### src/rtl/mux41_rr_merge.sv
// mux41_rr_merge
//   Merges four WIDTH-bit source lanes onto one registered output lane.
//   Round-robin arbitration picks one valid lane per cycle.
//   Each output beat carries its source lane index, so a downstream 1:4
//   demux can split the stream again.
//
// Ports
//   clk        rising-edge clock
//   rst_n      synchronous active-low reset
//   in_data0-3 lane data
//   in_valid   per-lane valid (bit k = lane k)
//   in_ready   per-lane accept, combinational, at most one bit high
//   out_data   registered merged data
//   out_sel    registered lane index of out_data
//   out_valid  registered, output holds a beat
//   out_ready  consumer accepts when high together with out_valid
module mux41_rr_merge #(
   parameter int unsigned WIDTH = 4
) (
   input  logic             clk,
   input  logic             rst_n,
   input  logic [WIDTH-1:0] in_data0,
   input  logic [WIDTH-1:0] in_data1,
   input  logic [WIDTH-1:0] in_data2,
   input  logic [WIDTH-1:0] in_data3,
   input  logic [3:0]       in_valid,
   output logic [3:0]       in_ready,
   output logic [WIDTH-1:0] out_data,
   output logic [1:0]       out_sel,
   output logic             out_valid,
   input  logic             out_ready
);

   // The output register's valid bit is the state: EMPTY or FULL.
   typedef enum logic {
      EMPTY = 1'b0,
      FULL  = 1'b1
   } state_t;

   state_t             state_q, state_d;
   logic [1:0]         ptr_q, ptr_d;
   logic [WIDTH-1:0]   data_q, data_d;
   logic [1:0]         sel_q, sel_d;

   logic               load_ok;
   logic               found;
   logic [1:0]         gnt;
   logic [1:0]         idx;
   logic [WIDTH-1:0]   gnt_data;

   // A FULL register may drain and refill in the same cycle.
   assign load_ok = (state_q == EMPTY) || out_ready;

   // Scan from ptr upward (mod 4). The first valid lane wins.
   always_comb begin
      found = 1'b0;
      gnt   = '0;
      idx   = '0;
      for (int unsigned i = 0; i < 4; i++) begin
         idx = ptr_q + i[1:0];
         if (!found && in_valid[idx]) begin
            found = 1'b1;
            gnt   = idx;
         end
      end
   end

   always_comb begin
      gnt_data = in_data0;
      case (gnt)
         2'd0:    gnt_data = in_data0;
         2'd1:    gnt_data = in_data1;
         2'd2:    gnt_data = in_data2;
         default: gnt_data = in_data3;
      endcase
   end

   // Gated by rst_n so that no lane handshake completes while in reset.
   always_comb begin
      in_ready = '0;
      if (rst_n && load_ok && found) begin
         in_ready[gnt] = 1'b1;
      end
   end

   always_comb begin
      state_d = state_q;
      ptr_d   = ptr_q;
      data_d  = data_q;
      sel_d   = sel_q;
      if (load_ok) begin
         if (found) begin
            state_d = FULL;
            data_d  = gnt_data;
            sel_d   = gnt;
            ptr_d   = gnt + 2'd1;
         end else begin
            // Drained with nothing to refill. data/sel keep their last value.
            state_d = EMPTY;
         end
      end
   end

   always_ff @(posedge clk) begin
      if (!rst_n) begin
         state_q <= EMPTY;
         ptr_q   <= '0;
         data_q  <= '0;
         sel_q   <= '0;
      end else begin
         state_q <= state_d;
         ptr_q   <= ptr_d;
         data_q  <= data_d;
         sel_q   <= sel_d;
      end
   end

   assign out_valid = (state_q == FULL);
   assign out_data  = data_q;
   assign out_sel   = sel_q;

endmodule

### config.mk
export PLATFORM = sky130hd
export DESIGN_NAME = mux41_rr_merge
export DESIGN_NICKNAME = d
export VERILOG_FILES = /design/src/rtl/mux41_rr_merge.sv
export SDC_FILE = /design/constraint.sdc
export NUM_CORES = 1
export LEC_CHECK = 0
export ABC_AREA = 1
export CAP_MARGIN = 0
export CORE_MARGIN = 1
export CORE_UTILIZATION = 42
export CTS_BUF_LIST = sky130_fd_sc_hd__clkbuf_8 sky130_fd_sc_hd__clkbuf_16
export CTS_CLUSTER_SIZE = 24
export DETAILED_ROUTE_END_ITERATION = 6
export PLACE_DENSITY = 0.79
export SYNTH_ARGS = -nofsm -noshare
export SYNTH_HDL_FRONTEND = slang
export SYNTH_SLANG_ARGS = --single-unit
export TNS_END_PERCENT = 20
### constraint.sdc
create_clock -name clk -period 3.46 [get_ports clk]
set_clock_uncertainty 0.15 [all_clocks]
set_input_delay 0.865 -clock clk [delete_from_list [all_inputs] [get_ports clk]]
set_output_delay 0.865 -clock clk [all_outputs]
set_load 0.01 [all_outputs]
==> flow_summary.yaml <==
setup_path:
  critPathCaptureType: "output port"
  cp_num_buf_inv: 6
  worstPathMaxFanout: 3
  cpPeakStageDelay_ps: 260
  critical_path.reg2reg.startpoint: "ptr_q[0]"
  worst-r2r-setup-slack_ps: 620
  path_delay_family: "simple AND/OR/NAND/NOR gates"
  worstSetupPathDepth: 15
  start_kind: "input port"
  timing.rr.end: "out_data[2]"
  timing_worst_setup_path_type: "input port to output port"
  cp_launch_point: "in_valid[1]"
  timing.critical_path.mode_cell: "sky130_fd_sc_hd__nand2_4"
  standard_cell_with_the_maximum_stage_delay_on_the_critical_path: "sky130_fd_sc_hd__dlygate4sd2_1"
  worst-endpoint-required_ps: 2440
  number_of_cells_on_the_worst_reg_to_reg_path: 15
  timing.critical_path.cells: "dlygate4sd2_1 -> inv_2 -> nand2_4 -> nand3_4 -> nand2_4 -> buf_6 -> nor2_4 -> nand3_2 -> nand3_2 -> nand2_4 -> inv_4 -> ha_4 -> inv_1 -> nor2_1 -> buf_2"
  cp-endpoint: "in_ready[2]"
  timing.critical_path.arrival_ps: 2470
floorplanning:
  rows: 15
  dieWidth_um: 45.8
  core_area_um2: 1760
  floorplan.io_pins: 34
  die_h_um: 45.8
  floorplan.initialDensity_pct: 45.7
  design.die.area_um2: 2100
route:
  drt_first_pass_iters: 4
  via_count: 1187
  remaining_drc_errors: 0
  drtIter0Drc: 71
  wire_per_inst_um: 15.9
  vias_per_cell: 5.42
  wl_mm: 3.49
  final_antenna_net_count: 0
finish:
  antenna-diode-count: 0
  finish.instance_area_um2: 1580
  area.growth.synth_to_final_pct: 96.4
  instances_no_fill: 219
  finalCoreUtilization_pct: 89.7
  drive_above_1_share_pct: 41.2
  fin_nets: 223
synth:
  yosysSeqAreaShare_pct: 22.4
  number_of_flops_mapped_to_enable_cells_by_yosys: 0
  synthesis.area_per_instance_um2: 6.15
  synth_area_um2: 806
  ys_ff_latch: 9
  yosysWarningCount: 0
  synth_nets: 159
  async_reset_ff_share_pct: 0
  number_of_instances_in_the_synthesized_netlist: 131
  netlist-cell-type-count: 22
  synth_top_flop_cell: "sky130_fd_sc_hd__dfxtp_1"
clock_network:
  clock_path_buffers: 2
  numCtsBuffers: 3
  number_of_clock_sinks: 9
  cts.htree.levels: 1
  clock_tree_root: "sky130_fd_sc_hd__clkbuf_8"
  worstSkewPairLatency_ps: 240
  clock_tree_from_tritoncts: "built"
  worst_setup_hold_path_clk_slew_ps: 40
sta:
  layout_worst_path_cycle_share_pct: 101
  finalHoldWorstSlack_ps: 320
  setup-tns-final_ps: -85.8
  hold_violations: 0
  final.setup.worst_slack_ps: -29.7
  unrepaired_setup_endpoints_after_global_routing: "yes"
  fmax_mhz: 287
  final-setup-viol-count: 4
  timing.final.max_slew_violations: 0
  layout_min_cycle_time_ps: 3490
  worst_slew_margin_rel_pct: 62.0
  worst_pin_slew_ps: 569
status:
  violations: "negative setup slack"
  run_status: "complete, but fails checks"
placed_design:
  portBuffers: 33
  dp.cells: 206
  placed_area_um2: 1290
  gpl.final_weighted_congestion: 0.965
  dp_hpwl_mm: 1.82
flow_run:
  cap_violations: 0
grt:
  grt_first_pass_wirelength_mm: 4.15
  gr_ovfl_total: 0
  initial_antenna_violation_count: 0
  groute.usage.overall_pct: 27.7
  first_global_vias: 949
  grt_start_max_net_pins: 10
worst_hold_path:
  worstHoldPathType: "flip-flop to flip-flop"
  hold-path-cell-count: 2
power_and_ir_drop:
  power_density_normalized_to_cell_area_nw_per_um2: 1080
  vdd_ir_drop_max_v: 0.000866
  power_leakage_nw: 0.791
-- layout make-up --
type	count	area, um2
tap	25	31.3
timing repair buffer	61	529
fill	90	181
sequential	9	180
clock buffer	3	41.3
clock inverter	1	3.75
multi-input combinational	97	698
inverter	23	98.8
-- cells by family after synthesis --
kind of cell / share of synthesized area [%]
buffers and inverters: 14.0
DFF: 22.4
adders and majority gates: 7.76
and+or+nand+nor: 42.2
AOI/OAI and AO/OA: 13.7
-- worst min path at each step --
stage	start	to
6_report	out_data[3]	out_data[3]
5_1_grt	out_data[2]	out_data[2]
4_1_cts	out_data[3]	out_data[3]
3_5_place_dp	out_data[3]	out_data[3]
3_3_place_gp	out_data[3]	out_data[3]
2_1_floorplan	out_data[0]	out_data[0]
-- cells in the mapped netlist, types with 4 or more instances --
cell                       n  area, um2
sky130_fd_sc_hd__nand2_1  42        158
sky130_fd_sc_hd__inv_1    20       75.1
sky130_fd_sc_hd__nand3_1  12       60.1
sky130_fd_sc_hd__nor2_1   10       37.5
sky130_fd_sc_hd__dfxtp_1   9        180
sky130_fd_sc_hd__ha_1      5       62.6
sky130_fd_sc_hd__a22o_1    4       35.0
sky130_fd_sc_hd__o21ai_1   4       20.0
sky130_fd_sc_hd__o22ai_1   4       25.0
-- stage by stage --
| stage | worst slack (ps) | total power, W |
|---|---|---|
| floorplan | 285 | 0.000726 |
| global placement | -634 | 0.00112 |
| detailed placement | -709 | 0.00114 |
| CTS | 43.7 | 0.00147 |
| global route | -103 | 0.00181 |
| finish | -29.7 | 0.00171 |
-- timing repair --
action                                  4_1_cts  5_1_grt
pin swaps                                    10       13
buffers inserted                              4        5
resized for setup                            52       24
hold buffers                                  0        0
endpoints found under the setup margin        4        4
-- layer usage --
layer | vias up | part of all wire [%] | track usage (%)
li1 | 542 | - | -
met1 | 565 | 42 | 35.0
met2 | 65 | 49 | 47.4
met3 | 15 | 5.6 | 2.38
met4 | 0 | 3.6 | 12.4
met5 | - | 0 | 0
-- worst reg2reg max path: cells and delay by family, from the launching register on --
family                     cells  cell delay [ps]
AOI/OAI and AO/OA              3              460
buffers and inverters          3              390
adders and majority gates      1              150
DFF                            1              670
and+or+nand+nor                8              890
-- flip-flops by register name (all words and copies together) (netlist names) --
register / flops
ptr_q: 2
out_sel: 2
out_valid: 1
out_data: 4
-- layout by cell type, fill, tap and decap left out --
cell type,n
sky130_fd_sc_hd__a21oi_4,1
sky130_fd_sc_hd__inv_6,1
sky130_fd_sc_hd__nand3_2,5
sky130_fd_sc_hd__ha_4,3
sky130_fd_sc_hd__a22o_1,4
sky130_fd_sc_hd__nand2_2,10
sky130_fd_sc_hd__nor2_4,2
sky130_fd_sc_hd__clkdlybuf4s15_1,2
sky130_fd_sc_hd__nand2_1,29
sky130_fd_sc_hd__nand3_4,3
sky130_fd_sc_hd__buf_2,4
sky130_fd_sc_hd__clkdlybuf4s50_1,25
sky130_fd_sc_hd__dlygate4sd2_1,2
sky130_fd_sc_hd__clkbuf_8,3
sky130_fd_sc_hd__inv_4,3
sky130_fd_sc_hd__o21ai_0,2
sky130_fd_sc_hd__buf_4,25
sky130_fd_sc_hd__inv_1,13
sky130_fd_sc_hd__nand3_1,5
sky130_fd_sc_hd__buf_6,3
sky130_fd_sc_hd__inv_2,7
sky130_fd_sc_hd__o22ai_1,4
sky130_fd_sc_hd__a21oi_1,2
sky130_fd_sc_hd__dfxtp_1,9
sky130_fd_sc_hd__o21ai_1,5
sky130_fd_sc_hd__nor2_1,10
sky130_fd_sc_hd__nand2_4,9
sky130_fd_sc_hd__nor3_4,1
sky130_fd_sc_hd__ha_1,2
-- where the power goes --
group | internal (W) | leakage (nW) | switching (W)
registers | 0.000142 | 0.0747 | 0.0000444
clock network | 0.0000775 | 0.0269 | 0.0000442
logic | 0.000664 | 0.690 | 0.000743
No activity file was read; power rests on OpenSTA's default activity.
